**src/rtl/full_adder_bist.sv**
```systemverilog
// full_adder_bist: built-in self test that sweeps all eight full-adder vectors and scores the responses
module full_adder_bist #(
  parameter int unsigned SETTLE = 1
) (
  input  logic       clk,
  input  logic       rst_n,
  input  logic       start,
  output logic       dut_a,
  output logic       dut_b,
  output logic       dut_cin,
  input  logic       dut_s,
  input  logic       dut_c,
  output logic       busy,
  output logic       done,
  output logic       pass,
  output logic [3:0] err_count,
  output logic       fail_valid,
  output logic [2:0] first_fail
);
  typedef enum logic [1:0] {IDLE, HOLD, DONE} state_t;
  localparam logic [3:0] SETTLE_W = 4'(SETTLE);
  state_t     state_q, state_d;
  logic [2:0] vec_q, vec_d, first_q, first_d;
  logic [3:0] cnt_q, cnt_d, err_q, err_d;
  logic       fv_q, fv_d, busy_q, busy_d, done_q, done_d, pass_q, pass_d;
  logic       exp_s, exp_c, sample, miss;
  // the drive pins come straight from the vector register, so they stay registered and hold 111 in DONE
  assign dut_a      = vec_q[2];
  assign dut_b      = vec_q[1];
  assign dut_cin    = vec_q[0];
  assign busy       = busy_q;
  assign done       = done_q;
  assign pass       = pass_q;
  assign err_count  = err_q;
  assign fail_valid = fv_q;
  assign first_fail = first_q;
  assign exp_s      = ^vec_q;
  assign exp_c      = (vec_q[2] & vec_q[1]) | (vec_q[2] & vec_q[0]) | (vec_q[1] & vec_q[0]);
  assign sample     = (state_q == HOLD) && (cnt_q == SETTLE_W);
  assign miss       = sample && ({dut_s, dut_c} != {exp_s, exp_c});
  // next-state: start (re)arms from IDLE/DONE; HOLD waits SETTLE cycles, scores, then steps or finishes
  always_comb begin
    state_d = state_q;
    vec_d   = vec_q;
    cnt_d   = cnt_q;
    err_d   = err_q;
    fv_d    = fv_q;
    first_d = first_q;
    busy_d  = busy_q;
    done_d  = done_q;
    pass_d  = pass_q;
    if (state_q != HOLD && start) begin
      state_d = HOLD;
      vec_d   = 3'd0;
      cnt_d   = 4'd0;
      err_d   = 4'd0;
      fv_d    = 1'b0;
      first_d = 3'd0;
      busy_d  = 1'b1;
      done_d  = 1'b0;
      pass_d  = 1'b0;
    end else if (state_q == HOLD) begin
      cnt_d = cnt_q + 4'd1;
      if (sample) begin
        cnt_d = 4'd0;
        if (miss) begin
          err_d = err_q + 4'd1;
          if (!fv_q) begin
            fv_d    = 1'b1;
            first_d = vec_q;
          end
        end
        if (vec_q == 3'd7) begin
          state_d = DONE;
          busy_d  = 1'b0;
          done_d  = 1'b1;
          pass_d  = (err_d == 4'd0);
        end else begin
          vec_d = vec_q + 3'd1;
        end
      end
    end
  end
  // state and result registers; reset aborts any run and discards partial results
  always_ff @(posedge clk or negedge rst_n) begin
    if (!rst_n) begin
      state_q <= IDLE;
      vec_q   <= 3'd0;
      cnt_q   <= 4'd0;
      err_q   <= 4'd0;
      fv_q    <= 1'b0;
      first_q <= 3'd0;
      busy_q  <= 1'b0;
      done_q  <= 1'b0;
      pass_q  <= 1'b0;
    end else begin
      state_q <= state_d;
      vec_q   <= vec_d;
      cnt_q   <= cnt_d;
      err_q   <= err_d;
      fv_q    <= fv_d;
      first_q <= first_d;
      busy_q  <= busy_d;
      done_q  <= done_d;
      pass_q  <= pass_d;
    end
  end
endmodule

```
**config.mk**
```make
export PLATFORM = sky130hd
export DESIGN_NAME = full_adder_bist
export DESIGN_NICKNAME = d
export VERILOG_FILES = /design/src/rtl/full_adder_bist.sv
export SDC_FILE = /design/constraint.sdc
export NUM_CORES = 1
export LEC_CHECK = 0
export CAP_MARGIN = 10
export CORE_MARGIN = 2
export CORE_UTILIZATION = 25
export DETAILED_ROUTE_END_ITERATION = 6
export GPL_TIMING_DRIVEN = 0
export MAX_ROUTING_LAYER = met4
export PLACE_DENSITY_LB_ADDON = 0.05
export SLEW_MARGIN = 20
export SYNTH_ARGS = -nofsm -noshare
export SYNTH_HDL_FRONTEND = slang
export SYNTH_SLANG_ARGS = --single-unit
```
**constraint.sdc**
```tcl
create_clock -name clk -period 2.02 [get_ports clk]
set_clock_uncertainty 0.05 [all_clocks]
set_input_delay 0.404 -clock clk [delete_from_list [all_inputs] [get_ports clk]]
set_output_delay 0.404 -clock clk [all_outputs]
set_load 0.005 [all_outputs]
```
==> results summary <==
The run finished with clean final reports. The depth of the worst hold-timing path came out at 2. The startpoint identified for the worst hold timing path is pass. TritonCTS built the clock tree. Among cell families on the critical path, the largest total delay comes from adder cells.

For this block, the initial DRC count from the detailed router was 35. The endpoint identified for the worst register-to-register timing path is first_fail[1]. The core area came out at 3940 um2.

The starting utilization of the core area is 0.256. The number of standard cells after synthesis came out at 96. The row count is 23.

The final non-filler cell area came out at 1390 um2. The number of ports placed on the die boundary came out at 19. In the final routed layout, each cell accounts on average for 13.1 um. The final layout contains 133 nets. Registers take 450 um2. The total via count after detailed routing is 764. On the worst path, the slowest cell contributes a delay of 0.62 ns.

The number of register bits inferred by synthesis is 18. The quantity of I/O buffers inserted on ports came out at 18. Of the total synthesized cell area, the portion taken by AND, OR, NAND and NOR gates is 0.184. The worst setup path is of the flip-flop to flip-flop kind.

No sink is reached through more buffers than the 2 on the longest clock path. The depth of the worst register-to-register path is 6. At the worst endpoint, the required time is 2.15 ns. The count of max-cap constraint violations came out at 0. The number of max-slew violations in the final report was 0. The largest family of logic cells by synthesized area is simple AND/OR/NAND/NOR gates. The layout cell share with drive strength beyond 1 came out at 0.182. The horizontal extent of the die came out at 67.5 um.

The count of nets left with antenna violations once routing finished came out at 0. The height of the chip is 67.5 um. The utilization of the core after routing came out at 0.352. The number of buffers and inverters on the critical path is 1. The die covers 4560 um2. The final critical-path required period came out at 1.94 ns. The clock transition at the register clock pins on the worst setup and hold paths after CTS came out at 0.08 ns. The maximum clock frequency came out at 515 MHz. The worst setup path is captured at a flip-flop. Of the total synthesized cell area, the portion taken by full adders, half adders and majority gates is 0.0819.

The overall routed net length is 2.24 mm. The tree is rooted in a clkbuf_8. The worst-case hold path end point is pass. The number of antenna violations at the first check in global routing came out at 0. Setup violations remaining at the end of the flow were counted as 0. The number of hold violations in the final report was 0. The number of clock buffers inserted by TritonCTS came out at 3. Of the post-synthesis cell area, the part taken by muxes is 0.0993.

The peak supply drop is 0.580 mV. After detailed routing, the number of remaining DRC violations is 0. In this run the cell area measured after placement is 1250 um2.

The portion of the clock cycle consumed by the worst path in the final layout came out at 0.961. The synthesized netlist contains 31 unique library cells. The total number of clock tree sinks is 18. The total design power came out at 2.30 mW. The normalized max-slew margin came out at 0.425. The post-route worst hold slack came out at 0.469 ns. The area of combinational cells with multiple inputs came out at 576 um2.

The combined area of all synthesized cells is 1010 um2. The global route total overflow came out at 0. The startpoint identified for the worst register-to-register timing path is vec_q[1]. STA classifies the critical path startpoint as a flip-flop. In this run the worst hold path is classified as flip-flop to flip-flop. The slack of the worst reg-to-reg path came out at 0.08 ns. The count of synthesis-stage warnings from yosys came out at 0. The first global-routing pass estimated 3.80 mm of wire. The post-synthesis area per instance came out at 10.5 um2. The synthesized-area fraction occupied by ao, oa, aoi and oai cells is 0.112. The post-synthesis sequential area ratio is 0.447.

The leakage power total came out at 0.603 nW. At the later pin of the worst-skew pair, clock insertion delay measures 0.26 ns. Entering global routing, the biggest net connects 19 pins.

The number of levels the H-tree was split into is 1. The synthesized net count came out at 107. The placer congestion estimate came out at 0.748. The xor and xnor fraction of the mapped netlist area came out at 0.0347.

The antenna cell count came out at 0. The vias per cell came out at 4.47. For the worst setup path, the data arrival time is 2.07 ns.

Setup repair after global routing could not meet its margin everywhere. The pre-antenna-repair detailed-routing pass consisted of 4 iterations. The peak fanout along the critical path came out at 5.

On the critical path, the stage with the largest delay is an instance of fa_2. The count of filler cells inserted in the layout came out at 383. The total negative slack is 0 ns. Walking the worst path, the cells encountered are inv_2 -> fa_2 -> xnor2_4 -> o211ai_4 -> nor2_4 -> mux2i_1. The placed wire-length estimate after detailed placement is 1.60 mm. The via count of the first global-routing pass came to 784. For this run, the total global-route usage over all layers was measured as 0.118.

The power density relative to cell area is 1660 nW/um2. At the pin with the least slew margin, the transition time is 0.860 ns. The growth of design area from synthesis to finish is 37.7%.
cell usage after synthesis (all sizes together):
cell     number  area, um2
and2          2       12.5
nand3         4       20.0
a31oi         1       6.26
o211ai        1       12.5
nand2        10       37.5
a21bo         1       10.0
ha            5       62.6
mux2i        10        100
o31ai         4       30.0
a21oi         2       10.0
or2           1       6.26
nor4b         1       23.8
dfrtp        18        450
inv           7       26.3
fa            1       20.0
buf           2       16.3
nor4          1       6.26
xnor2         3       26.3
xor2          1       8.76
o2bb2ai       1       8.76
or3b          1       8.76
nor2b         1       6.26
nor2          7       28.8
o21ai         4       20.0
o2111ai       1       8.76
o22ai         1       6.26
nand3b        3       22.5
and3          1       6.26
nand2b        1       6.26
worst max-delay path by stage:
stage                  start            end  slack [ns]  cells after the start
floorplan           vec_q[2]           pass        0.09                      6
global placement    vec_q[2]  first_fail[1]       -0.14                      6
detailed placement  vec_q[2]  first_fail[2]       -0.15                      6
CTS                 vec_q[2]           pass       -0.01                      6
global route        vec_q[1]   err_count[3]       -0.03                      6
finish              vec_q[1]  first_fail[1]        0.08                      6
per-layer routing:
| metal | wire [um] | share of wire | global-route usage |
|---|---|---|---|
| met2 | 956 | 0.43 | 0.164 |
| met4 | 40 | 0.018 | 0.0612 |
| met5 | 0 | 0 | - |
| met1 | 1160 | 0.52 | 0.163 |
| met3 | 86 | 0.038 | 0.0200 |
per-stage QoR:
step / setup slack (ns) / instances
final: 0.0785 / 171
after global routing: -0.0277 / 171
after CTS: -0.0143 / 168
after detailed placement: -0.152 / 164
after global placement: -0.136 / 164
after floorplan: 0.0884 / 96
registers in the layout (all words and copies together), names as in the netlist:
register / count
state_q: 2
fail_valid: 1
cnt_q: 4
first_fail: 3
vec_q: 3
pass: 1
err_count: 4
worst reg2reg max path: stages, from the launching register on:
cell and delay, ns:
dfrtp_1 0.41, inv_2 0.07, fa_2 0.62, xnor2_4 0.17, o211ai_4 0.14, nor2_4 0.20
mux2i_1 0.20
report_power, final:
group	switching [mW]	leakage [nW]	total, mW	internal, mW
combinational	0.592	0.347	1.31	0.720
clock	0.133	0.0288	0.306	0.173
sequential	0.176	0.227	0.686	0.510
total	0.900	0.603	2.30	1.40
logic make-up (layout without fill, tap and decap cells):
group,after synthesis,count (layout)
AOI/OAI and AO/OA,16,16
xor gates and xnor gates,4,4
adders and majority gates,6,6
buffers and inverters,9,34
DFF,18,18
muxes,10,10
and+or+nand+nor,33,33
layout make-up:
| cell class | instances | area share |
|---|---|---|
| multi-input combinational | 69 | 0.414 |
| sequential | 18 | 0.324 |
| timing repair buffer | 21 | 0.146 |
| tap | 50 | 0.0450 |
| clock buffer | 4 | 0.0396 |
| inverter | 7 | 0.0189 |
| buffer | 2 | 0.0117 |
cells in the final DEF, fill, tap and decap left out, types with 3 or more instances in the layout:
| cell | count |
|---|---|
| dfrtp_1 | 18 |
| clkdlybuf4s50_1 | 18 |
| nand2_1 | 10 |
| mux2i_1 | 10 |
| nor2_1 | 6 |
| ha_1 | 5 |
| inv_1 | 4 |
| nand3_1 | 4 |
| o31ai_1 | 4 |
| clkbuf_8 | 4 |
| inv_2 | 3 |
| nand3b_1 | 3 |
| o21ai_0 | 3 |
| buf_4 | 3 |
repair_timing:
action                     CTS  global route
pin swaps                    1             5
setup endpoints to repair    6             8
resized for setup            3            10
hold buffers                 0             0
buffers inserted             0             3
Power figures use the tool's default switching activity.
==> variant 1, RTL diff (config.mk and constraints unchanged) <==
Add an input register stage for `start`, `dut_s` and `dut_c`, without a reset; this delays them by one clock. Comments in the files are not updated.
--- a/src/rtl/full_adder_bist.sv
+++ b/src/rtl/full_adder_bist.sv
@@ -19,6 +19,17 @@
 );
   typedef enum logic [1:0] {IDLE, HOLD, DONE} state_t;
   localparam logic [3:0] SETTLE_W = 4'(SETTLE);
+
+  logic start_q;
+  logic dut_s_q;
+  logic dut_c_q;
+
+  always_ff @(posedge clk) begin
+    start_q <= start;
+    dut_s_q <= dut_s;
+    dut_c_q <= dut_c;
+  end
+
   state_t     state_q, state_d;
   logic [2:0] vec_q, vec_d, first_q, first_d;
   logic [3:0] cnt_q, cnt_d, err_q, err_d;
@@ -37,7 +48,7 @@
   assign exp_s      = ^vec_q;
   assign exp_c      = (vec_q[2] & vec_q[1]) | (vec_q[2] & vec_q[0]) | (vec_q[1] & vec_q[0]);
   assign sample     = (state_q == HOLD) && (cnt_q == SETTLE_W);
-  assign miss       = sample && ({dut_s, dut_c} != {exp_s, exp_c});
+  assign miss       = sample && ({dut_s_q, dut_c_q} != {exp_s, exp_c});
   // next-state: start (re)arms from IDLE/DONE; HOLD waits SETTLE cycles, scores, then steps or finishes
   always_comb begin
     state_d = state_q;
@@ -49,7 +60,7 @@
     busy_d  = busy_q;
     done_d  = done_q;
     pass_d  = pass_q;
-    if (state_q != HOLD && start) begin
+    if (state_q != HOLD && start_q) begin
       state_d = HOLD;
       vec_d   = 3'd0;
       cnt_d   = 4'd0;
Check against the original RTL: not equivalent (Yosys sat finds a counterexample within 4 cycles, from zero or initial values and one cycle with rst_n low).
==> variant 1 against the original RTL <==
- final cell count increased by 1.8%
- routed wire length increased by 0.89%
- sequential cell count increased by 3
- setup slack improved by 0.014 ns
- critical path type unchanged
- worst hold slack got worse by 0.016 ns
- synthesized cell count increased by 3.1%
- power increased by 1.8%
- non-clock buffer count unchanged
- sequential share of layout area increased by 2.9 points
- area after synthesis increased by 6.0%
- final area increased by 4.1%
==> variant 1: results (changes against the original RTL) <==
placed_design:
  dpl_cell_area_mm2: 0.00131  # +4.8%
  gp_congestion: 0.732  # -2.1%
  dp_hpwl_um: 1620  # +1.3%
synthesis:
  ys_seq_area_frac: 0.478  # +0.0311
  async_reset_ff_frac: 0.857  # -0.143
  ys_top_cells_by_area: "dfrtp_1 (42%), mux2i_1 (9.4%), ha_1 (5.9%), dfxtp_1 (5.6%), nand2_1 (3.5%)"
  ys.flop_type: "dfrtp_1"
  synth_cell_type_count: 32  # +3.2%
  synth_nets: 110  # +2.8%
critical_path:
  crit_family: "adder cells"
  cp-startpoint: "vec_q[0]$_DFFE_PN0P_"
  reg2reg_depth: 6  # unchanged
  arrival_ns: 2.03  # -0.04 ns
  r2r_setup_slack_ns: 0.09
  critPathCapture: "pass$_DFFE_PN0P_"
timing:
  tightest_slew_ns: 0.837  # -0.0232 ns
  holdWs_ns: 0.453  # -0.0160 ns
route:
  m1WireLength_um: 1170  # +1.4%
  num_vias: 782  # +2.4%
  drt_wl_total_um: 2260  # +0.89%
  first_pass_iters: 2  # -2
  route.met3.wl_um: 73  # -15%
  wl_met2_um: 966  # +1.0%
  drtIter0Drc: 55  # +57%
run_status:
  status: "completed"
layout:
  drive_gt1_frac: 0.194  # +0.0117
  layout.nets: 136  # +2.3%
clock_network:
  cts_htree_levels: 1  # unchanged
power:
  leakage_nw: 0.622  # +3.2%
  p_int_mw: 1.41  # +0.69%
  p_seq_frac: 0.321  # +0.023
  vdd_drop_max_uv: 586  # +1.0%
  clock_power_mw: 0.287  # -6%
min_path:
  hp-start: "pass$_DFFE_PN0P_"
global_routing:
  grt_usage: 0.105  # -0.0128
  grt_max_degree: 19  # unchanged
  grt_pass1_vias: 807  # +2.9%
  grt_pass1_wl_um: 3940  # +3.6%
==> variant 1: changes by cell type after synthesis <==
cell,unedited run,this run
dfxtp_1,0,3
==> variant 1: kinds of logic (layout without fill, tap and decap cells) <==
| family | Yosys count | in the layout | synth area share |
|---|---|---|---|
| AO/OA/AOI/OAI | 16 | 16 | 0.105 |
| XOR/XNOR | 4 | 4 | 0.0328 |
| adder cells (fa/ha/maj) | 6 | 6 | 0.0773 |
| buffers and inverters | 9 | 34 | 0.0398 |
| flip-flops | 21 | 21 | 0.478 |
| multiplexers | 10 | 10 | 0.0937 |
| AND/OR/NAND/NOR | 33 | 33 | 0.173 |
==> variant 1: final cells by class <==
type	instances	area [µm²]
tap	50	62.6
buffer	2	16.3
timing repair buffer	21	203
multi-input combinational	69	583
sequential	21	510
fill	416	2610
clock buffer	4	45.0
inverter	7	26.3
==> variant 1: timing repair <==
action / in CTS / in global routing
setup buffers: 0 / 3
resized for setup: 4 / 11
pin swaps: 3 / 3
endpoints found under the hold margin: 0 / 0
setup endpoints to repair: 6 / 7
==> variant 1: per-stage QoR <==
stage / utilization / total power [mW] / setup slack [ns] / instances / setup TNS, ns
2_1_floorplan: - / 1.43 / 0.0781 / 99 / 0
3_3_place_gp: 0.323 / 1.82 / -0.129 / 167 / -0.452
3_5_place_dp: 0.323 / 1.82 / -0.159 / 167 / -0.657
4_1_cts: 0.339 / 2.17 / -0.00456 / 171 / -0.00667
5_1_grt: 0.356 / 2.55 / -0.0345 / 174 / -0.0612
6_report: 0.356 / 2.35 / 0.0922 / 174 / 0
==> variant 1: per-layer routing <==
| metal | global-route usage | vias to the layer above |
|---|---|---|
| met5 | - | - |
| met4 | 0.0523 | 0 |
| met3 | 0.0145 | 5 |
| met2 | 0.146 | 16 |
| met1 | 0.148 | 367 |
| li1 | - | 394 |
==> variant 2, RTL diff (same flow settings) <==
Made on the original files. Register the outputs `dut_a`, `dut_b` and `dut_cin`, with the module's reset; this adds one clock of latency there. The other outputs are not delayed to match.
--- a/src/rtl/full_adder_bist.sv
+++ b/src/rtl/full_adder_bist.sv
@@ -25,9 +25,17 @@
   logic       fv_q, fv_d, busy_q, busy_d, done_q, done_d, pass_q, pass_d;
   logic       exp_s, exp_c, sample, miss;
   // the drive pins come straight from the vector register, so they stay registered and hold 111 in DONE
-  assign dut_a      = vec_q[2];
-  assign dut_b      = vec_q[1];
-  assign dut_cin    = vec_q[0];
+  always_ff @(posedge clk or negedge rst_n) begin
+    if (!rst_n) begin
+      dut_a   <= '0;
+      dut_b   <= '0;
+      dut_cin <= '0;
+    end else begin
+      dut_a   <= vec_q[2];
+      dut_b   <= vec_q[1];
+      dut_cin <= vec_q[0];
+    end
+  end
   assign busy       = busy_q;
   assign done       = done_q;
   assign pass       = pass_q;
Check against the original RTL: not equivalent (a bounded check fails within 4 cycles, from zero or initial values and one cycle with rst_n low).
==> variant 2 against the original RTL <==
- global-route usage decreased by 0.75 points
- largest power group unchanged
- routed wire length grew 4.1%
- the run now ends with setup timing left
- sequential power grew 13%
- die area is 6.9% higher
- power fell by 0.55%
- setup slack worse by 0.10 ns
- final area up 4.5%
- area after synthesis rose by 7.3%
- sequential cell count rose by 3
- worst hold slack worse by 0.42 ns
- largest cell class unchanged
==> variant 2: results (changes against the original RTL) <==
power:
  leakage_nw: 0.627  # +3.9%
  vdd_drop_max_uv: 545  # -6.1%
placed_design:
  dp_slack_ns: -0.208  # -0.0564 ns
  dp_hpwl_um: 1680  # +5.2%
  gp_congestion: 0.752  # +0.60%
  port_buffers: 18  # unchanged
  placedCellCount: 170  # +3.7%
route:
  num_vias: 837  # +9.6%
  first_pass_iters: 4  # unchanged
  drtIter0Drc: 58  # +66%
  drt_wl_total_um: 2330  # +4.1%
  routedWlPerCell_um: 12.8  # -2.2%
global_routing:
  grt_max_degree: 22  # +3
  grt_pass1_vias: 831  # +6.0%
  grt_usage: 0.110  # -0.00754
  grt_pass1_wl_um: 4100  # +7.8%
  antenna_found_initial: 0  # unchanged
synthesis:
  async_reset_ff_frac: 1.00  # unchanged
  ys_warn_count: 0  # unchanged
  synth_cells: 102  # +6.3%
  ys_top_cells_by_area: "dfrtp_1 (49%), ha_1 (5.8%), xnor2_1 (3.2%), nand2_1 (3.1%), nor2_1 (3.1%)"
  ys.flop_type: "dfrtp_1"
  synth_commonest_cells: "dfrtp_1 (21), nand2_1 (9), nor2_1 (9)"
  ys_seq_area_frac: 0.486  # +0.0389
  synth_cell_type_count: 35  # +13%
  synth_nets: 113  # +5.6%
timing:
  fin_ws_ns: -0.0227  # -0.101 ns
  tightest_slew_ns: 0.505  # -0.355 ns
  setup_viol: 1  # +1
critical_path:
  critPathSlowestCell: "fa_1"
  max_stage_delay_ns: 0.51  # -0.11 ns
  crit_path_max_fanout: 4  # -1
  arrival_ns: 2.17  # +0.10 ns
clock_network:
  clk_pin_slew_ns: 0.08  # about the same
  cts_htree_levels: 1  # unchanged
  ctsLongestPathBuffers: 2  # unchanged
  cts_buffers: 3  # unchanged
  cts-root-buf: "clkbuf_8"
  clk_latency_ns: 0.26  # about the same
layout:
  layout.nets: 144  # +8.3%
  antennaDiodeCount: 0  # unchanged
  fillCellCount: 410  # +7.0%
  drive_gt1_frac: 0.205  # +0.0227
min_path:
  hold_path.class: "input port to async pin"
run_status:
  violations: "setup timing"
  status: "complete, but fails checks"
==> variant 2: changes by cell type after synthesis, sizes merged, moves of 2 or more <==
| cell | before | now |
|---|---|---|
| dfrtp | 18 | 21 |
| mux2i | 10 | 3 |
| nand3b | 3 | 1 |
| nor2 | 7 | 9 |
| nor3 | 0 | 2 |
| o21ai | 4 | 6 |
==> variant 2: what timing repair did <==
action | CTS | global route
hold buffers | 0 | 0
buffers inserted | 4 | 4
pin swaps | 4 | 2
endpoints found under the setup margin | 8 | 6
gates resized for setup | 7 | 1
==> variant 2: final cells by class <==
type | instances | area [µm²] | area share
Sequential cell | 21 | 526 | 0.362
Clock buffer | 3 | 41.3 | 0.0284
Clock inverter | 1 | 5.00 | 0.00345
Inverter | 6 | 22.5 | 0.0155
Tap cell | 50 | 62.6 | 0.0431
Timing Repair Buffer | 26 | 235 | 0.162
Multi-Input combinational cell | 74 | 552 | 0.380
Buffer | 1 | 7.51 | 0.00517
==> variant 2: path summary, 6_finish.rpt <==
check,start,end,slack [ns],depth (start not counted)
setup reg to reg,vec_q[2]$_DFFE_PN0P_,pass$_DFFE_PN0P_,-0.02,6
hold reg to reg,cnt_q[3]$_DFFE_PN0P_,cnt_q[3]$_DFFE_PN0P_,0.45,1
max in group asynchronous,rst_n,err_count[2]$_DFFE_PN0P_,1.52,1
setup / recovery,vec_q[2]$_DFFE_PN0P_,pass$_DFFE_PN0P_,-0.02,6
hold / removal,rst_n,cnt_q[3]$_DFFE_PN0P_,0.05,1
min in group clk,cnt_q[3]$_DFFE_PN0P_,cnt_q[3]$_DFFE_PN0P_,0.45,1
==> variant 2: per-stage QoR <==
stage | util | cell area [µm²] | TNS [ns]
CTS | 0.349 | 1430 | -0.0411
global route | 0.355 | 1450 | -0.300
finish | 0.355 | 1450 | -0.0227
floorplan | - | 1080 | 0
global placement | 0.324 | 1330 | -0.645
detailed placement | 0.324 | 1330 | -0.663
==> variant 2: where the power goes <==
| group | switching, mW | internal [mW] |
|---|---|---|
| clock | 0.140 | 0.137 |
| sequential | 0.178 | 0.595 |
| combinational | 0.560 | 0.680 |
| total | 0.878 | 1.41 |
==> variant 2: cell families after synthesis <==
kind of cell / Yosys count / synth area share
buf+inv: 7 / 0.0277
fa+ha+maj: 6 / 0.0763
flops: 21 / 0.486
simple gates: 39 / 0.214
xor+xnor: 5 / 0.0405
compound gates: 20 / 0.118
mux: 4 / 0.0382
==> variant 2: worst max-delay path, delay by kind of cell (launching register included) <==
kind	cells	cell delay [ns]
xor+xnor	1	0.25
fa+ha+maj	1	0.51
buf+inv	1	0.05
simple gates	2	0.55
compound gates	1	0.18
flops	1	0.37
==> variant 2: per-layer routing <==
layer	track usage	share of wire
met5	-	0
met4	0.0321	0.010
met3	0.0349	0.040
met2	0.161	0.44
met1	0.147	0.51
